[config.mk]
export PLATFORM = sky130hd
export DESIGN_NAME = id_stage
export DESIGN_NICKNAME = d
export VERILOG_FILES = /design/src/rtl/mips_pkg.sv /design/src/rtl/id_stage_regfile.sv /design/src/rtl/id_stage.sv
export SDC_FILE = /design/constraint.sdc
export NUM_CORES = 2
export LEC_CHECK = 0
export ABC_AREA = 1
export BUFFER_PORTS_ARGS = -buffer_cell sky130_fd_sc_hd__buf_2
export CORE_MARGIN = 5
export CORE_UTILIZATION = 30
export CTS_CLUSTER_SIZE = 28
export DETAILED_ROUTE_END_ITERATION = 10
export PLACE_DENSITY = 0.42
export REMOVE_ABC_BUFFERS = 1
export SYNTH_ARGS = -nofsm -noshare
export SYNTH_HDL_FRONTEND = slang
export SYNTH_SLANG_ARGS = --single-unit
[constraint.sdc]
create_clock -name clk -period 4.1 [get_ports clk]
set_input_delay 0.615 -clock clk [delete_from_list [all_inputs] [get_ports clk]]
set_output_delay 0.615 -clock clk [all_outputs]
set_load 0.03 [all_outputs]
[src/rtl/mips_pkg.sv]
// Shared encodings for the MIPS pipeline: opcodes, R-type functs, ALU
// control codes and next-PC select codes.
package mips_pkg;

    localparam logic [5:0] OP_RTYPE = 6'b000000;
    localparam logic [5:0] OP_LW    = 6'b100011;
    localparam logic [5:0] OP_SW    = 6'b101011;
    localparam logic [5:0] OP_BEQ   = 6'b000100;
    localparam logic [5:0] OP_BNE   = 6'b000101;
    localparam logic [5:0] OP_ADDI  = 6'b001000;
    localparam logic [5:0] OP_ORI   = 6'b001101;
    localparam logic [5:0] OP_SLTI  = 6'b001010;
    localparam logic [5:0] OP_J     = 6'b000010;

    localparam logic [5:0] FUNCT_ADD = 6'b100000;
    localparam logic [5:0] FUNCT_SUB = 6'b100010;
    localparam logic [5:0] FUNCT_AND = 6'b100100;
    localparam logic [5:0] FUNCT_OR  = 6'b100101;
    localparam logic [5:0] FUNCT_SLT = 6'b101010;

    localparam logic [2:0] ALU_ADD = 3'b010;
    localparam logic [2:0] ALU_SUB = 3'b110;
    localparam logic [2:0] ALU_AND = 3'b000;
    localparam logic [2:0] ALU_OR  = 3'b001;
    localparam logic [2:0] ALU_SLT = 3'b111;

    localparam logic [1:0] PCSRC_SEQ = 2'b00;
    localparam logic [1:0] PCSRC_BR  = 2'b01;
    localparam logic [1:0] PCSRC_J   = 2'b10;

endpackage

[src/rtl/id_stage_regfile.sv]
// Two-read, one-write register file with synchronous clear and
// write-first bypass so a same-cycle writeback is visible to decode.
module regfile
    import mips_pkg::*;
#(
    parameter int REG_COUNT = 32,
    localparam int AW = $clog2(REG_COUNT)
) (
    input  logic          clk,
    input  logic          reset,
    input  logic          we,
    input  logic [AW-1:0] wa,
    input  logic [31:0]   wd,
    input  logic [AW-1:0] ra1,
    input  logic [AW-1:0] ra2,
    output logic [31:0]   rd1,
    output logic [31:0]   rd2
);

    logic [31:0] regs_q [REG_COUNT];
    logic [31:0] regs_d [REG_COUNT];
    logic        wr_en_s;

    assign wr_en_s = we && (wa != {AW{1'b0}});

    // Next-state of the storage array
    always_comb begin
        for (int i = 0; i < REG_COUNT; i++) begin
            regs_d[i] = regs_q[i];
        end
        if (wr_en_s) begin
            regs_d[wa] = wd;
        end else begin
            regs_d[wa] = regs_q[wa];
        end
    end

    // Storage flops, cleared on reset
    always_ff @(posedge clk) begin
        for (int i = 0; i < REG_COUNT; i++) begin
            if (reset) begin
                regs_q[i] <= 32'h0000_0000;
            end else begin
                regs_q[i] <= regs_d[i];
            end
        end
    end

    // Read ports: $0 is hard zero, pending write wins over stored value
    always_comb begin
        if (ra1 == {AW{1'b0}}) begin
            rd1 = 32'h0000_0000;
        end else if (wr_en_s && (wa == ra1)) begin
            rd1 = wd;
        end else begin
            rd1 = regs_q[ra1];
        end
        if (ra2 == {AW{1'b0}}) begin
            rd2 = 32'h0000_0000;
        end else if (wr_en_s && (wa == ra2)) begin
            rd2 = wd;
        end else begin
            rd2 = regs_q[ra2];
        end
    end

endmodule

[src/rtl/id_stage.sv]
// MIPS decode stage: IF/ID register, register file, control decode and
// early branch/jump resolution feeding back to fetch.
module id_stage
    import mips_pkg::*;
#(
    parameter int          REG_COUNT   = 32,
    parameter logic [31:0] RESET_INSTR = 32'h0000_0000
) (
    input  logic        clk,
    input  logic        reset,
    input  logic        StallD,
    input  logic [31:0] InstrF,
    input  logic [31:0] PCPlus4F,
    input  logic        RegWriteW,
    input  logic [4:0]  WriteRegW,
    input  logic [31:0] ResultW,
    input  logic        ForwardAD,
    input  logic        ForwardBD,
    input  logic [31:0] ALUOutM,
    output logic [1:0]  PCSrcD,
    output logic [31:0] PCBranchD,
    output logic [31:0] jumpdst,
    output logic [31:0] RD1D,
    output logic [31:0] RD2D,
    output logic [4:0]  RsD,
    output logic [4:0]  RtD,
    output logic [4:0]  RdD,
    output logic [31:0] SignImmD,
    output logic        RegWriteD,
    output logic        MemtoRegD,
    output logic        MemWriteD,
    output logic        ALUSrcD,
    output logic        RegDstD,
    output logic        BranchD,
    output logic [2:0]  ALUControlD
);

    logic [31:0] instr_q, instr_d;
    logic [31:0] pcplus4_q, pcplus4_d;
    logic        flush_s, equal_s, is_beq_s, is_bne_s, is_j_s;
    logic [31:0] cmp_a_s, cmp_b_s;

    assign flush_s = (PCSrcD != PCSRC_SEQ);

    // IF/ID next state: stall holds, and takes priority over flush
    always_comb begin
        if (StallD) begin
            instr_d   = instr_q;
            pcplus4_d = pcplus4_q;
        end else if (flush_s) begin
            instr_d   = RESET_INSTR;
            pcplus4_d = 32'h0000_0000;
        end else begin
            instr_d   = InstrF;
            pcplus4_d = PCPlus4F;
        end
    end

    // IF/ID pipeline register
    always_ff @(posedge clk) begin
        if (reset) begin
            instr_q   <= RESET_INSTR;
            pcplus4_q <= 32'h0000_0000;
        end else begin
            instr_q   <= instr_d;
            pcplus4_q <= pcplus4_d;
        end
    end

    assign RsD = instr_q[25:21];
    assign RtD = instr_q[20:16];
    assign RdD = instr_q[15:11];

    regfile #(.REG_COUNT(REG_COUNT)) u_regfile (
        .clk   (clk),
        .reset (reset),
        .we    (RegWriteW),
        .wa    (WriteRegW),
        .wd    (ResultW),
        .ra1   (instr_q[25:21]),
        .ra2   (instr_q[20:16]),
        .rd1   (RD1D),
        .rd2   (RD2D)
    );

    // Control decode; unknown opcodes and functs fall out as a nop
    always_comb begin
        RegWriteD   = 1'b0;
        MemtoRegD   = 1'b0;
        MemWriteD   = 1'b0;
        ALUSrcD     = 1'b0;
        RegDstD     = 1'b0;
        BranchD     = 1'b0;
        ALUControlD = ALU_ADD;
        is_beq_s    = 1'b0;
        is_bne_s    = 1'b0;
        is_j_s      = 1'b0;
        SignImmD    = {{16{instr_q[15]}}, instr_q[15:0]};
        case (instr_q[31:26])
            OP_RTYPE: begin
                case (instr_q[5:0])
                    FUNCT_ADD: begin RegWriteD = 1'b1; RegDstD = 1'b1; ALUControlD = ALU_ADD; end
                    FUNCT_SUB: begin RegWriteD = 1'b1; RegDstD = 1'b1; ALUControlD = ALU_SUB; end
                    FUNCT_AND: begin RegWriteD = 1'b1; RegDstD = 1'b1; ALUControlD = ALU_AND; end
                    FUNCT_OR:  begin RegWriteD = 1'b1; RegDstD = 1'b1; ALUControlD = ALU_OR;  end
                    FUNCT_SLT: begin RegWriteD = 1'b1; RegDstD = 1'b1; ALUControlD = ALU_SLT; end
                    default:   ALUControlD = ALU_ADD;
                endcase
            end
            OP_LW:   begin RegWriteD = 1'b1; MemtoRegD = 1'b1; ALUSrcD = 1'b1; end
            OP_SW:   begin MemWriteD = 1'b1; ALUSrcD = 1'b1; end
            OP_BEQ:  begin BranchD = 1'b1; ALUControlD = ALU_SUB; is_beq_s = 1'b1; end
            OP_BNE:  begin BranchD = 1'b1; ALUControlD = ALU_SUB; is_bne_s = 1'b1; end
            OP_ADDI: begin RegWriteD = 1'b1; ALUSrcD = 1'b1; end
            OP_ORI: begin
                RegWriteD   = 1'b1;
                ALUSrcD     = 1'b1;
                ALUControlD = ALU_OR;
                SignImmD    = {16'h0000, instr_q[15:0]};
            end
            OP_SLTI: begin RegWriteD = 1'b1; ALUSrcD = 1'b1; ALUControlD = ALU_SLT; end
            OP_J:    is_j_s = 1'b1;
            default: ALUControlD = ALU_ADD;
        endcase
    end

    assign cmp_a_s = ForwardAD ? ALUOutM : RD1D;
    assign cmp_b_s = ForwardBD ? ALUOutM : RD2D;
    assign equal_s = (cmp_a_s == cmp_b_s);

    // Next-PC select resolved in decode
    always_comb begin
        if (is_j_s) begin
            PCSrcD = PCSRC_J;
        end else if ((is_beq_s && equal_s) || (is_bne_s && !equal_s)) begin
            PCSrcD = PCSRC_BR;
        end else begin
            PCSrcD = PCSRC_SEQ;
        end
    end

    assign PCBranchD = pcplus4_q + {SignImmD[29:0], 2'b00};
    assign jumpdst   = {pcplus4_q[31:28], instr_q[25:0], 2'b00};

endmodule

==> metrics list <==
- Power Internal: 21.0 mW
- Across all hold checks on the routed design, the worst slack comes to roughly 110 ps.
- Transition at the pin with the smallest max-transition slack: ~1100 ps
- Across every metal layer, demand over resource in global routing totals 32.8%.
- CP arrival: just over 4000 ps
- The worst setup path is launched from a flip-flop.
* Number of global-route vias before repair: approximately 77000
- Detailed routing placed a total of roughly 45000 µm of wire on met3.
- Detailed-router iteration count before antenna repair: 7
- Hold bufs inserted after CTS: 0
* Clock latency at the later pin of the worst-skew pair: approximately 840 ps
- Max-capacitance violation count: 0
- Input and output buffers added on the ports amount to between 300 and 400.
- In this run the horizontal extent of the chip is about 490 µm.
* Die area: roughly 240000 µm²
- CTS tree: done
- The checks that failed: negative setup slack.
- For this design the ratio of total power to cell area is 369 nW/µm².
- Number of synthesis warnings: 0
- Design Power: approximately 32 mW
- Setup repair after global routing could not meet its margin everywhere.
* Number of buffers and inverters on the critical path: 5
* Final routed wirelength across all metal layers: 426000 µm
- VDD IR-drop max: ~0.3 mV
- Max Used Layer: met5
- Broken down by cell family, the worst path's largest delay share belongs to simple AND/OR/NAND/NOR gates.
* Proportion of power drawn by the clock network: about two fifths
- Measured against its own limit, the worst slew margin works out to around 24%.
- The clock drives around 1100 sinks.
- Total number of vias: between 80000 and 90000
- The largest individual stage delay along the critical path comes from the cell sky130_fd_sc_hd__dfxtp_4.
- First-pass GRT wire length: 585000 µm
* Number of buffers between clock root and the deepest sink: 3
- In the synthesized netlist the dominant register cell turns out to be sky130_fd_sc_hd__dfxtp_1.
* Cells after synthesis: about 11000
- Total I/O pin count: between 300 and 400
- In this run the power spent charging and discharging nets is 11.0 mW.
- Amount of wire on met2 after detailed routing: between 150000 and 200000 µm
- The cell area that synthesis handed to floorplanning was ~70000 µm².
- The first routing iteration left between 10000 and 15000 violations.
- Maximum cell stage delay along the critical path: ~370 ps
- Met1 routed wirelength after detailed routing: roughly 180000 µm
- For this run, asynchronously set or reset flops after synthesis account for 0%.
- Pin count of the biggest net entering global routing: 144
* Hold Path Class: in2reg
- Fraction of final layout cells with drive strength greater than 1: between 10% and 20%
* Required time at the endpoint of the critical path: 3480 ps
* Most frequent CP cell: sky130_fd_sc_hd__nand2_1
* Count of final hold-check violations: 0
* Share of total power in sequential cells: between 30% and 40%
* Maximum clock frequency: approximately 210 MHz
* Final clock period utilization by the worst path: 115%
- TNS Setup: -659 ps
- Crit Path Class: reg2out
- Drc violations: 0
- After detailed routing, the average wire length per cell comes to ~29 µm.
- Library cells used by synthesis: 54
- Crit path cell chain: buf_12, inv_16, buf_12, nand2_1, nand3_1, nand3_1, nand3_1, nand3_1, nand2_1, nand2_1, nand2_1, nand2_1, nand2_1, nand3_1, nand2_1, nand2_1, nor2_4, nand2_2, nor2_4, nand2_1, nand2_2, nand2_8, inv_2, buf_6
* Final non-filler cell total: approximately 14000
- Timing analysis after detailed placement gives a worst setup slack of -261 ps.
- Number of clock buffers inserted by TritonCTS: approximately 150
- In the final design database the tool counted ~11000 nets.
* Total count of max-transition violations in the final report: 0
* Leading post-synthesis cells by cell area: sky130_fd_sc_hd__dfxtp_1, sky130_fd_sc_hd__nand2_1, sky130_fd_sc_hd__nand3_1
- Floorplan row count: between 150 and 200
* Post-synth EDFFs: 0
- Worst-case setup margin in the final layout: -633 ps
- The top cell type by area accounts for between 30 and 40% of the synthesized area.
- The largest total area in the synthesized netlist belongs to sky130_fd_sc_hd__dfxtp_1.
* Static power due to leakage: about 35 nW
* Largest driver fanout on the critical path: 19
- Placeable core region: between 200000 and 250000 µm²
- Chip Height: around 490 µm
- Global routing finished with a remaining overflow of 0.
- After clock tree synthesis, the clock-pin slew on the worst setup and hold paths is around 60 ps.
* Detailed placer's ending HPWL: approximately 260000 µm
- The clock arrives with approximately 35 ps of skew.
- Once the floorplan was initialized, standard cells occupied 30.2% of the core.
* Antenna violation net count after detailed routing: 0
* Final setup violation count: 2
* Result of the run: finished, violations left
- Via-per-instance ratio: 5.89
- Number of placed instances, taps included: roughly 14000
- Compared with the post-synthesis result, the final layout area differs by 23.6%.
- The initial antenna violation count is 43.
- STA classifies the critical path endpoint as a primary output.
- In this run the number of H-tree levels came out at 4.
- Clock period minus worst slack: 4730 ps
- Proportion of power drawn by combinational gates: 23.8%
- Final weighted congestion in routability-driven placement: around 0.93
* Share of the yosys chip area belonging to registers: 31.3%
- Switching portion of total power: 34.3%
- Mean instance size in the synthesized netlist: 6.32 µm²
- After synthesis the netlist holds a flip-flop and latch count of ~1100.
- The tree is rooted in a sky130_fd_sc_hd__clkbuf_16.
[per-stage QoR]
stage	util, %	area [µm²]
after global routing	37.3	86800
after detailed placement	34.1	79300
final	37.3	86800
after floorplan	-	65100
after global placement	34.1	79300
after CTS	36.8	85700
[worst reg2reg max path, cell delays in order (launching register included)]
cell and delay [ps]:
sky130_fd_sc_hd__dfxtp_4 370, sky130_fd_sc_hd__buf_12 160, sky130_fd_sc_hd__inv_16 230, sky130_fd_sc_hd__buf_12 260
sky130_fd_sc_hd__nand2_1 90, sky130_fd_sc_hd__nand3_1 60, sky130_fd_sc_hd__nand3_1 80, sky130_fd_sc_hd__nand3_1 90
sky130_fd_sc_hd__nand3_1 90, sky130_fd_sc_hd__nand2_1 320, sky130_fd_sc_hd__nand2_1 110, sky130_fd_sc_hd__nand2_1 130
sky130_fd_sc_hd__nand2_1 60, sky130_fd_sc_hd__nand2_1 60, sky130_fd_sc_hd__nand3_1 60, sky130_fd_sc_hd__nand2_1 150
sky130_fd_sc_hd__nand2_1 120, sky130_fd_sc_hd__nor2_4 100, sky130_fd_sc_hd__nand2_2 70, sky130_fd_sc_hd__nor2_4 160
sky130_fd_sc_hd__nand3_2 150, sky130_fd_sc_hd__nand2_8 170, sky130_fd_sc_hd__buf_4 140, sky130_fd_sc_hd__buf_4 130
sky130_fd_sc_hd__buf_6 170, sky130_fd_sc_hd__buf_6 220, sky130_fd_sc_hd__nand3_2 90, sky130_fd_sc_hd__a21oi_2 150
[synthesized netlist by cell type (6+ instances only)]
master and n:
sky130_fd_sc_hd__nand2_1 2165, sky130_fd_sc_hd__nand3_1 1583, sky130_fd_sc_hd__o21ai_0 1488, sky130_fd_sc_hd__a21oi_1 1149, sky130_fd_sc_hd__dfxtp_1 1098, sky130_fd_sc_hd__inv_1 1082, sky130_fd_sc_hd__clkbuf_1 711, sky130_fd_sc_hd__o211ai_1 475
sky130_fd_sc_hd__buf_2 250, sky130_fd_sc_hd__o22ai_1 202, sky130_fd_sc_hd__nor2_1 173, sky130_fd_sc_hd__buf_4 92, sky130_fd_sc_hd__buf_1 85, sky130_fd_sc_hd__a22oi_1 75, sky130_fd_sc_hd__or2_2 71, sky130_fd_sc_hd__o221ai_1 55
sky130_fd_sc_hd__nand3_2 53, sky130_fd_sc_hd__a21oi_2 50, sky130_fd_sc_hd__nand4_1 37, sky130_fd_sc_hd__a22o_1 32, sky130_fd_sc_hd__nor3_1 30, sky130_fd_sc_hd__ha_1 29, sky130_fd_sc_hd__xor2_1 23, sky130_fd_sc_hd__xnor2_1 16
sky130_fd_sc_hd__o41ai_1 10, sky130_fd_sc_hd__a31oi_1 9, sky130_fd_sc_hd__inv_2 8, sky130_fd_sc_hd__nor4_1 6, sky130_fd_sc_hd__o21bai_1 6
[logic make-up after synthesis]
logic type / after synthesis / synth area share [%]
AO/OA/AOI/OAI: 3571 / 28.6
XOR/XNOR: 39 / 0.486
adder cells (fa/ha/maj): 30 / 0.545
buffers and inverters: 2242 / 13.1
flip-flops: 1098 / 31.3
multiplexers: 1 / 0.0142
other: 1 / 0.00534
AND/OR/NAND/NOR: 4131 / 25.9
[power groups by stage]
| stage | logic [mW] | clock network, mW | registers, mW |
|---|---|---|---|
| after floorplan | 3.88 | 0 | 11.6 |
| after global placement | 7.00 | 0 | 11.4 |
| after detailed placement | 7.00 | 0 | 11.4 |
| after CTS | 7.25 | 13.4 | 11.1 |
| after global routing | 7.94 | 13.8 | 11.2 |
| final | 7.61 | 13.2 | 11.2 |
[final timing paths]
kind	startpoint	to	slack [ps]	depth (start not counted)
hold reg to reg	u_regfile.regs_q[0][10]$_SDFFE_PP0P_	u_regfile.regs_q[0][10]$_SDFFE_PP0P_	470	2
setup reg to reg	flip-flop	pcplus4_q[16]$_SDFFE_PP0N_	30	27
hold / removal	PCPlus4F[0]	pcplus4_q[0]$_SDFFE_PP0N_	110	5
setup / recovery	flip-flop	PCSrcD[0]	-630	24
[registers in the layout, summed over array words and instances (netlist names), named ones only]
name and cells:
pcplus4_q 32, u_regfile.regs_q 1024, instr_q 32
[what timing repair did]
item	in CTS	in global routing
gates resized for setup	187	117
pin swaps	34	36
buffers inserted	41	24
setup endpoints to repair	68	99
gates cloned	11	17
[layer usage]
| metal | global-route usage (%) | up-vias |
|---|---|---|
| met5 | 0 | - |
| met4 | 16.5 | 18 |
| met3 | 7.07 | 1056 |
| met2 | 48.5 | 5399 |
| met1 | 44.8 | 40668 |
| li1 | - | 38095 |
[cells in the final DEF, fill, tap and decap left out, types with 34 or more instances in the layout]
| cell | count |
|---|---|
| sky130_fd_sc_hd__nand2_1 | 2112 |
| sky130_fd_sc_hd__nand3_1 | 1555 |
| sky130_fd_sc_hd__o21ai_0 | 1461 |
| sky130_fd_sc_hd__a21oi_1 | 1125 |
| sky130_fd_sc_hd__dfxtp_1 | 1080 |
| sky130_fd_sc_hd__inv_1 | 1062 |
| sky130_fd_sc_hd__buf_4 | 492 |
| sky130_fd_sc_hd__o211ai_1 | 475 |
| sky130_fd_sc_hd__buf_2 | 304 |
| sky130_fd_sc_hd__buf_12 | 216 |
| sky130_fd_sc_hd__o22ai_1 | 202 |
| sky130_fd_sc_hd__clkbuf_16 | 163 |
| sky130_fd_sc_hd__nor2_1 | 128 |
| sky130_fd_sc_hd__nand3_2 | 80 |
| sky130_fd_sc_hd__a22oi_1 | 75 |
| sky130_fd_sc_hd__or2_2 | 71 |
| sky130_fd_sc_hd__a21oi_2 | 68 |
| sky130_fd_sc_hd__o221ai_1 | 55 |
| sky130_fd_sc_hd__nand2_2 | 44 |
| sky130_fd_sc_hd__nor2_4 | 41 |
| sky130_fd_sc_hd__nand4_1 | 37 |
| sky130_fd_sc_hd__buf_16 | 34 |
[layout make-up]
type                       count  area, µm²
sequential                  1098      22000
clock buffer                 191       4040
fill                       24682     146000
inverter                    1092       4220
antenna                       24       60.1
timing repair buffer        1097      11300
tap                         3132       3920
clock inverter                65        749
multi-input combinational   7774      40500
(Power assumes the default switching activity.)
